### src/rtl/bram_burst_buffer_pkg.sv
// Shared FSM state types and sizing helpers for bram_burst_buffer.
package bram_burst_pkg;

  typedef enum logic {
    WR_IDLE,
    WR_WRITE
  } wr_state_e;

  typedef enum logic {
    RD_IDLE,
    RD_READ
  } rd_state_e;

  // RAM address width for a power-of-two depth of at least 2.
  function automatic int addr_width(input int depth);
    return $clog2(depth);
  endfunction

  // Out-of-range burst lengths (0 or more than depth) mean a full-depth burst.
  function automatic int len_clamp(input int len, input int depth);
    return ((len == 0) || (len > depth)) ? depth : len;
  endfunction

endpackage

### src/rtl/bram_burst_buffer_sdp_bram.sv
// Simple dual-port RAM with registered, read-first read port, shaped for
// block-RAM inference. The reset only clears the read register, never the array.
module sdp_bram #(
  parameter int WIDTH  = 4,
  parameter int DEPTH  = 8,
  parameter int ADDR_W = 3
) (
  input  logic              clock,
  input  logic              rst,
  input  logic              we,
  input  logic [ADDR_W-1:0] waddr,
  input  logic [WIDTH-1:0]  wdata,
  input  logic              re,
  input  logic [ADDR_W-1:0] raddr,
  output logic [WIDTH-1:0]  rdata
);

  logic [WIDTH-1:0] mem_q [DEPTH];
  logic [WIDTH-1:0] rdata_q;

  always_ff @(posedge clock) begin
    if (we) begin
      mem_q[waddr] <= wdata;
    end
  end

  // Non-blocking read of the array gives old contents on a same-address write.
  always_ff @(posedge clock) begin
    if (rst) begin
      rdata_q <= '0;
    end else if (re) begin
      rdata_q <= mem_q[raddr];
    end
  end

  assign rdata = rdata_q;

endmodule

### src/rtl/bram_burst_buffer.sv
// Multi-channel burst capture/replay buffer over an inferred SDP block RAM.
// Define BRAM_BURST_LOOP_READ_EN for continuous looped replay ended by a stop input.
module bram_burst_buffer
  import bram_burst_pkg::*;
#(
  parameter int  DATA_W = 4,
  parameter int  NUM_CH = 1,
  parameter int  DEPTH  = 8,
  localparam int ADDR_W = addr_width(DEPTH),
  localparam int LEN_W  = ADDR_W + 1,
  localparam int WORD_W = DATA_W * NUM_CH
) (
  input  logic              clock,
  input  logic              rst,
  input  logic              load,
  input  logic              start,
  input  logic [LEN_W-1:0]  burst_len,
  input  logic [WORD_W-1:0] data_in,
`ifdef BRAM_BURST_LOOP_READ_EN
  input  logic              stop,
`endif
  output logic              wr_busy,
  output logic              wr_done,
  output logic              rd_busy,
  output logic [WORD_W-1:0] data_out,
  output logic              out_valid,
  output logic              out_last
);

  function automatic logic [ADDR_W-1:0] last_index(input logic [LEN_W-1:0] len);
    return ADDR_W'(len_clamp(int'(len), DEPTH) - 1);
  endfunction

  // ---------------- write controller ----------------
  wr_state_e         wr_state_q, wr_state_d;
  logic [ADDR_W-1:0] wr_addr_q,  wr_addr_d;
  logic [ADDR_W-1:0] wr_last_q,  wr_last_d;
  logic              wr_done_q,  wr_done_d;

  always_ff @(posedge clock) begin
    if (rst) begin
      wr_state_q <= WR_IDLE;
      wr_addr_q  <= '0;
      wr_last_q  <= '0;
      wr_done_q  <= 1'b0;
    end else begin
      wr_state_q <= wr_state_d;
      wr_addr_q  <= wr_addr_d;
      wr_last_q  <= wr_last_d;
      wr_done_q  <= wr_done_d;
    end
  end

  always_comb begin
    wr_state_d = wr_state_q;
    wr_addr_d  = wr_addr_q;
    wr_last_d  = wr_last_q;
    wr_done_d  = 1'b0;
    case (wr_state_q)
      WR_IDLE: begin
        if (load) begin
          wr_state_d = WR_WRITE;
          wr_addr_d  = '0;
          wr_last_d  = last_index(burst_len);
        end
      end
      WR_WRITE: begin
        // The counter parks at the last index, so it never wraps mid-burst.
        if (wr_addr_q == wr_last_q) begin
          wr_state_d = WR_IDLE;
          wr_addr_d  = '0;
          wr_done_d  = 1'b1;
        end else begin
          wr_addr_d = wr_addr_q + ADDR_W'(1);
        end
      end
      default: wr_state_d = WR_IDLE;
    endcase
  end

  // ---------------- read controller ----------------
  rd_state_e         rd_state_q, rd_state_d;
  logic [ADDR_W-1:0] rd_addr_q,  rd_addr_d;
  logic [ADDR_W-1:0] rd_last_q,  rd_last_d;
  logic              out_valid_q, out_valid_d;
  logic              out_last_q,  out_last_d;

  always_ff @(posedge clock) begin
    if (rst) begin
      rd_state_q  <= RD_IDLE;
      rd_addr_q   <= '0;
      rd_last_q   <= '0;
      out_valid_q <= 1'b0;
      out_last_q  <= 1'b0;
    end else begin
      rd_state_q  <= rd_state_d;
      rd_addr_q   <= rd_addr_d;
      rd_last_q   <= rd_last_d;
      out_valid_q <= out_valid_d;
      out_last_q  <= out_last_d;
    end
  end

  always_comb begin
    rd_state_d  = rd_state_q;
    rd_addr_d   = rd_addr_q;
    rd_last_d   = rd_last_q;
    // Valid/last track the issued address one cycle later, aligned with RAM latency.
    out_valid_d = (rd_state_q == RD_READ);
    out_last_d  = (rd_state_q == RD_READ) && (rd_addr_q == rd_last_q);
    case (rd_state_q)
      RD_IDLE: begin
        if (start) begin
          rd_state_d = RD_READ;
          rd_addr_d  = '0;
          rd_last_d  = last_index(burst_len);
        end
      end
      RD_READ: begin
`ifdef BRAM_BURST_LOOP_READ_EN
        if (stop) begin
          rd_state_d = RD_IDLE;
          rd_addr_d  = '0;
        end else if (rd_addr_q == rd_last_q) begin
          rd_addr_d = '0;
        end else begin
          rd_addr_d = rd_addr_q + ADDR_W'(1);
        end
`else
        if (rd_addr_q == rd_last_q) begin
          rd_state_d = RD_IDLE;
          rd_addr_d  = '0;
        end else begin
          rd_addr_d = rd_addr_q + ADDR_W'(1);
        end
`endif
      end
      default: rd_state_d = RD_IDLE;
    endcase
  end

  // ---------------- storage ----------------
  logic ram_we;
  logic ram_re;

  assign ram_we = (wr_state_q == WR_WRITE);
  assign ram_re = (rd_state_q == RD_READ);

  // The read register only loads on issued addresses, so data_out holds between bursts.
  sdp_bram #(
    .WIDTH  (WORD_W),
    .DEPTH  (DEPTH),
    .ADDR_W (ADDR_W)
  ) u_ram (
    .clock (clock),
    .rst   (rst),
    .we    (ram_we),
    .waddr (wr_addr_q),
    .wdata (data_in),
    .re    (ram_re),
    .raddr (rd_addr_q),
    .rdata (data_out)
  );

  assign wr_busy   = ram_we;
  assign wr_done   = wr_done_q;
  assign rd_busy   = ram_re;
  assign out_valid = out_valid_q;
  assign out_last  = out_last_q;

endmodule

### config.mk
export PLATFORM = sky130hd
export DESIGN_NAME = bram_burst_buffer
export DESIGN_NICKNAME = d
export VERILOG_FILES = /design/src/rtl/bram_burst_buffer_pkg.sv /design/src/rtl/bram_burst_buffer_sdp_bram.sv /design/src/rtl/bram_burst_buffer.sv
export SDC_FILE = /design/constraint.sdc
export NUM_CORES = 1
export LEC_CHECK = 0
export CAP_MARGIN = 20
export CORE_MARGIN = 4
export CORE_UTILIZATION = 60
export CTS_CLUSTER_DIAMETER = 30
export DETAILED_ROUTE_END_ITERATION = 10
export MAX_ROUTING_LAYER = met4
export PLACE_DENSITY = 0.83
export SLEW_MARGIN = 25
export SYNTH_ARGS = -nofsm -noshare
export SYNTH_HDL_FRONTEND = slang
export SYNTH_SLANG_ARGS = --single-unit
### constraint.sdc
create_clock -name clock -period 3.2 [get_ports clock]
set_input_delay 0.32 -clock clock [delete_from_list [all_inputs] [get_ports clock]]
set_output_delay 0.32 -clock clock [all_outputs]
set_load 0.005 [all_outputs]
==> results of run 1 <==
[stage by stage]
step / hold WS (ps) / utilization (%) / instance area, um2 / setup slack [ps] / total power, W
4_1_cts: 520 / 73.0 / 2510 / 1100 / 0.00129
2_1_floorplan: 399 / - / 2220 / 1760 / 0.000866
3_3_place_gp: 503 / 70.4 / 2420 / 1260 / 0.000917
6_report: 517 / 73.0 / 2510 / 1120 / 0.00129
5_1_grt: 546 / 73.0 / 2510 / 1020 / 0.00134
3_5_place_dp: 507 / 70.4 / 2420 / 1190 / 0.000925
[final cells by class]
class / count / area (um2) / area share (%)
flip-flops and latches: 53 / 1380 / 55.0
multi-input cells: 98 / 772 / 30.7
repair buffers: 20 / 200 / 7.97
clock buffers: 5 / 68.8 / 2.74
well taps: 46 / 57.6 / 2.29
clock inverters: 3 / 21.3 / 0.847
inverters: 3 / 11.3 / 0.448
[synthesized netlist by cell type]
library cell / n / area share, %
dfxtp_1: 21 / 19
o311ai_0: 5 / 2.0
nor2_1: 18 / 3.0
a211oi_1: 8 / 2.7
ha_1: 3 / 1.7
nor2b_1: 5 / 1.4
mux4_2: 4 / 4.1
xor2_1: 7 / 2.8
a211oi_2: 4 / 2.3
a21oi_1: 6 / 1.4
nand2b_1: 3 / 0.84
buf_12: 1 / 0.90
and3b_1: 3 / 1.2
mux2i_1: 16 / 7.2
edfxtp_1: 32 / 43
nor3_1: 4 / 0.90
or3b_2: 3 / 1.2
inv_1: 3 / 0.51
or3_1: 1 / 0.28
nand2_1: 5 / 0.84
and2_1: 1 / 0.28
xnor2_1: 1 / 0.39
buf_6: 1 / 0.51
o32ai_1: 1 / 0.39
clkbuf_1: 7 / 1.2
[final timing paths]
kind	start	endpoint	slack, ps	cells after the start
max	rd_addr_q[1]	rd_addr_q[0]	1120	3
min	rd_last_q[2]	rd_last_q[2]	520	2
max reg2reg	rd_addr_q[1]	rd_addr_q[0]	1120	3
min reg2reg	rd_last_q[2]	rd_last_q[2]	520	2
[state kept, by name (all words and copies together) (netlist names), 3 cells and up]
name / flops
rd_addr_q: 3
rd_last_q: 3
u_ram.mem_q: 32
u_ram.rdata: 4
wr_addr_q: 3
wr_last_q: 3
[routing by layer]
layer	routed length, um	vias to the layer above	GRT usage, %
li1	-	643	-
met1	1720	649	24.6
met2	2180	39	34.8
met3	173	7	4.54
met4	65	0	6.57
met5	0	-	-
[kinds of logic after synthesis]
| family | Yosys count | share of synthesized area [%] |
|---|---|---|
| DFF | 53 | 62.2 |
| and+or+nand+nor | 43 | 9.97 |
| AOI/OAI and AO/OA | 24 | 8.67 |
| muxes | 20 | 11.3 |
| buffers and inverters | 12 | 3.10 |
| xor gates and xnor gates | 8 | 3.15 |
| adders and majority gates | 3 | 1.69 |
[power groups by stage]
stage               registers [W]  clock network [W]  logic [W]
floorplan                0.000778                  0  0.0000874
global placement         0.000793                  0   0.000124
detailed placement       0.000795                  0   0.000130
CTS                      0.000779           0.000379   0.000133
global route             0.000783           0.000413   0.000145
finish                   0.000779           0.000375   0.000133
[worst reg2reg max path: cells and delay by family, from the launching register on]
kind	cells	cell delay, ps
flip-flops	1	990
AO/OA/AOI/OAI	2	640
XOR/XNOR	1	320
==> flow_metrics.py, run 1 <==
metrics = {
    "outcome": {
        "outcome": "finished, final reports clean",
    },
    "clock_network": {
        "insertion_delay_ps": 310,
        "ctsHoldBuffers": 0,
        "cts-root-buf": "clkbuf_8",
        "cts_tree": "done",
        "clk_transition_reported_paths_ps": 100,
        "post_cts_buffers": 0,
        "cts_buffers": 5,
        "cts.sinks": 53,
        "h-tree-depth": 2,
        "max-clock-path-buffers": 2,
        "ctsResizeCount": 0,
    },
    "routing": {
        "wl_per_cell_um": 18.2,
        "via_per_inst": 5.87,
        "totalWireLength_um": 4140,
        "firstDrtPassIters": 4,
        "vias": 1338,
        "drc": 0,
        "dr.first_iter.drc_count": 127,
        "drtAntennaViolNets": 0,
    },
    "worst_setup_path": {
        "cpMaxStageDelayCell": "dfxtp_1",
        "path_delay_family": "flip-flops",
        "worstPathArrival_ps": 2250,
        "path_max_fanout": 19,
        "slowest_delay_ps": 990,
        "crit_buf_inv": 0,
        "path_cells": "xor2_1 > o311ai_0 > a21oi_1",
        "path_class": "register to register",
        "worstSetupStartpointType": "register",
        "crit_path_end_kind": "register",
        "cp.required_ps": 3370,
    },
    "power": {
        "p_int_w": 0.000973,
        "switching_power_w": 0.000314,
        "power.density_mw_per_mm2": 512,
        "switching_share_pct": 24.4,
        "clkPwrFrac_pct": 29.1,
        "power.static_leakage_nw": 0.828,
        "comb_power_share_pct": 10.3,
        "ir_worst_vdd_mv": 0.362,
        "power_frac_seq_pct": 60.6,
    },
    "sta": {
        "period_minus_slack_ps": 2080,
        "relSlewSlack_pct": 33.2,
        "hold_viol": 0,
        "setup_violations": 0,
        "rsz0062_at_grt": "no",
        "fin_skew_ps": 9.55,
        "fmax_ghz": 0.481,
        "worstMarginPinSlew_ps": 1000,
        "slew_viol_final": 0,
        "tns_ps": 0,
        "period_share_pct": 65.0,
    },
    "grt": {
        "grt_usage_pct": 20.6,
        "grt_pass1_vias": 1328,
        "overflow": 0,
        "grt_max_degree": 21,
        "grt_pass1_wl_um": 6620,
        "antenna_found_initial": 0,
    },
    "logic_synthesis": {
        "yosys_warnings": 0,
        "ys_ff_latch": 53,
        "synth_area_mm2": 0.00222,
        "ys_seq_area_share_pct": 62.2,
        "syn_nets": 178,
        "yosysUniqueCellTypes": 25,
        "syn_area_per_cell_um2": 13.6,
        "synth_cells": 163,
    },
    "floorplan": {
        "boundaryPins": 21,
        "core_area_mm2": 0.00344,
        "chipHeight_um": 68.9,
        "start_util_pct": 64.6,
        "rows": 21,
        "dieArea_mm2": 0.00474,
        "die_w_um": 68.9,
    },
    "run": {
        "maxCapViolCount": 0,
    },
    "placed_design": {
        "place_hpwl_um": 2880,
        "place_congestion": 0.804,
        "dp.cells": 220,
        "io_buffers": 20,
    },
    "final_layout": {
        "fill_cells": 234,
        "drive_gt1_share_pct": 10.4,
        "layout.nets": 196,
        "n_antenna_cell": 0,
        "syn2layout_area_growth_pct": 13.1,
        "finalNonFillerCells": 228,
        "final_common_cell": "edfxtp_1",
        "layout_common_cells": "edfxtp_1, dfxtp_1, clkdlybuf4s50_1",
    },
    "worst_hold_path": {
        "hp-class": "register to register",
    },
}
Note: power is estimated with default switching activity, not from simulation.
==> run 2: changes to the inputs <==
--- a/config.mk
+++ b/config.mk
@@ -7,11 +7,11 @@
 export LEC_CHECK = 0
 export CAP_MARGIN = 20
 export CORE_MARGIN = 4
-export CORE_UTILIZATION = 60
+export CORE_UTILIZATION = 56
 export CTS_CLUSTER_DIAMETER = 30
 export DETAILED_ROUTE_END_ITERATION = 10
 export MAX_ROUTING_LAYER = met4
-export PLACE_DENSITY = 0.83
+export PLACE_DENSITY = 0.78
 export SLEW_MARGIN = 25
 export SYNTH_ARGS = -nofsm -noshare
 export SYNTH_HDL_FRONTEND = slang
==> constraint.sdc (replaced) <==
create_clock -name clock -period 2.14 [get_ports clock]
set_input_delay 0.214 -clock clock [delete_from_list [all_inputs] [get_ports clock]]
set_output_delay 0.214 -clock clock [all_outputs]
set_load 0.005 [all_outputs]
==> run 2 against run 1 <==
Effect of this change:
- cell count rose by 1.8%
- non-clock buffer count rose by 2
- register-to-register slack got worse by 590 ps
- sequential share of layout area fell by 1.3 points
==> flow_metrics.py, run 2 (synthesized netlist as in run 1, its figures left out) <==
metrics = {
    "final_layout": {
        "multi_input_area_um2": 772,
        "final_common_cell": "edfxtp_1",
        "top_register": "u_ram.mem_q",
        "ff_latch_area_mm2": 0.00138,
        "layout.nets": 198,
        "largest_register_ffs": 32,
        "drive_gt1_share_pct": 11.4,
        "layout_common_cells": "edfxtp_1, dfxtp_1, clkdlybuf4s50_1",
        "postLayoutCoreUtil_pct": 68.8,
        "syn2layout_area_growth_pct": 15.8,
        "fill_cells": 281,
        "n_antenna_cell": 0,
    },
    "clock_network": {
        "max-clock-path-buffers": 2,
        "ctsResizeCount": 0,
        "post_cts_buffers": 0,
        "cts.sinks": 53,
        "cts_tree": "done",
        "cts_buffers": 5,
        "insertion_delay_ps": 300,
        "cts-root-buf": "clkbuf_8",
        "h-tree-depth": 2,
        "ctsHoldBuffers": 0,
        "clk_transition_reported_paths_ps": 90,
    },
    "sta": {
        "tns_ps": 0,
        "rsz0062_at_grt": "no",
        "hold_viol": 0,
        "worstMarginPinSlew_ps": 692,
        "timing.hold.ws_ps": 518,
        "period_minus_slack_ps": 1860,
        "relSlewSlack_pct": 53.5,
        "worst_slack_ps": 279,
        "period_share_pct": 87.0,
        "slew_viol_final": 0,
        "setup_violations": 0,
        "fmax_ghz": 0.537,
        "fin_skew_ps": 8.88,
    },
    "power": {
        "ir_worst_vdd_mv": 0.484,
        "total_power_w": 0.00213,
        "power.density_mw_per_mm2": 826,
        "power.static_leakage_nw": 0.862,
    },
    "floorplan": {
        "dieArea_mm2": 0.00504,
        "start_util_pct": 59.4,
        "core_area_mm2": 0.00374,
        "die_w_um": 71.0,
        "boundaryPins": 21,
        "chipHeight_um": 71.0,
        "rows": 22,
    },
    "grt": {
        "grt_usage_pct": 16.4,
        "overflow": 0,
        "antenna_found_initial": 0,
        "grt_pass1_vias": 1282,
        "grt_pass1_wl_um": 6120,
        "grt_max_degree": 20,
    },
    "worst_setup_path": {
        "path_class": "register to output pin",
        "r2r-end": "u_ram.mem_q[0][1]",
        "path_delay_family": "flip-flops",
        "ff2ff_setup_slack_ps": 530,
        "cpMaxStageDelayCell": "dfxtp_1",
        "reg2reg_depth": 2,
        "worstSetupStartpointType": "register",
        "path_cells": "clkdlybuf4s50_1",
        "worstPathArrival_ps": 1650,
        "reg2reg_from": "wr_busy",
        "path_max_fanout": 19,
        "slowest_delay_ps": 730,
        "crit_buf_inv": 1,
        "cp.required_ps": 1930,
        "crit_path_end_kind": "output pin",
    },
    "routing": {
        "vias": 1306,
        "drc": 0,
        "via_per_inst": 5.63,
        "totalWireLength_um": 3660,
        "wl_per_cell_um": 15.8,
        "dr.first_iter.drc_count": 87,
        "firstDrtPassIters": 4,
        "drtAntennaViolNets": 0,
    },
    "placed_design": {
        "place_congestion": 0.779,
        "pre_cts_ws_ps": 529,
        "place_hpwl_um": 2670,
        "io_buffers": 20,
    },
    "worst_hold_path": {
        "hold_depth": 2,
        "holdCritStartpoint": "wr_last_q[1]",
        "holdPathEnd": "wr_last_q[1]",
        "hp-class": "register to register",
    },
    "run": {
        "maxCapViolCount": 0,
    },
    "outcome": {
        "outcome": "finished, final reports clean",
    },
}
[run 2: changes by cell type in the layout (fill, tap and decap cells not counted)]
| cell | change |
|---|---|
| bufinv_16 | +2 |
| buf_4 | +2 |
| inv_6 | -1 |
| clkinvlp_4 | -1 |
[run 2: layout make-up]
class / count / share of cell area, %
flip-flops and latches: 53 / 53.7
multi-input cells: 98 / 30.0
repair buffers: 22 / 8.36
clock buffers: 5 / 2.67
clock inverters: 3 / 2.53
well taps: 48 / 2.33
inverters: 3 / 0.438
[run 2: worst max-delay path by stage]
stage | start | endpoint | slack, ps | depth (start not counted)
3_3_place_gp | wr_busy | u_ram.mem_q[0][0] | 600 | 2
4_1_cts | rd_busy | rd_busy | 290 | 1
3_5_place_dp | burst_len[0] | wr_last_q[2] | 530 | 6
2_1_floorplan | rd_addr_q[0] | u_ram.rdata[0] | 700 | 3
6_report | rd_busy | rd_busy | 280 | 1
5_1_grt | rd_busy | rd_busy | 190 | 1
[run 2: where the power goes]
part / total [W] / switching [W] / internal [W] / leakage, nW
clock: 0.000767 / 0.000303 / 0.000464 / 0.0681
combinational: 0.000199 / 0.0000952 / 0.000104 / 0.332
sequential: 0.00116 / 0.0000399 / 0.00112 / 0.462
total: 0.00213 / 0.000438 / 0.00169 / 0.862
[run 2: routing by layer]
layer | global-route usage (%) | share of wire, %
met5 | - | 0
met4 | 7.52 | 2.1
met3 | 4.83 | 3.9
met2 | 26.3 | 50
met1 | 19.0 | 44
[run 2: through the flow]
stage / instances / instance area, um2
after CTS: 232 / 2570
after global placement: 224 / 2440
after global routing: 232 / 2570
final: 232 / 2570
after floorplan: 163 / 2220
after detailed placement: 224 / 2440
[run 2: worst reg2reg max path, cell delays in order (launching register included)]
cell and delay, ps:
dfxtp_1 520, nand2b_1 170, nor3_1 560
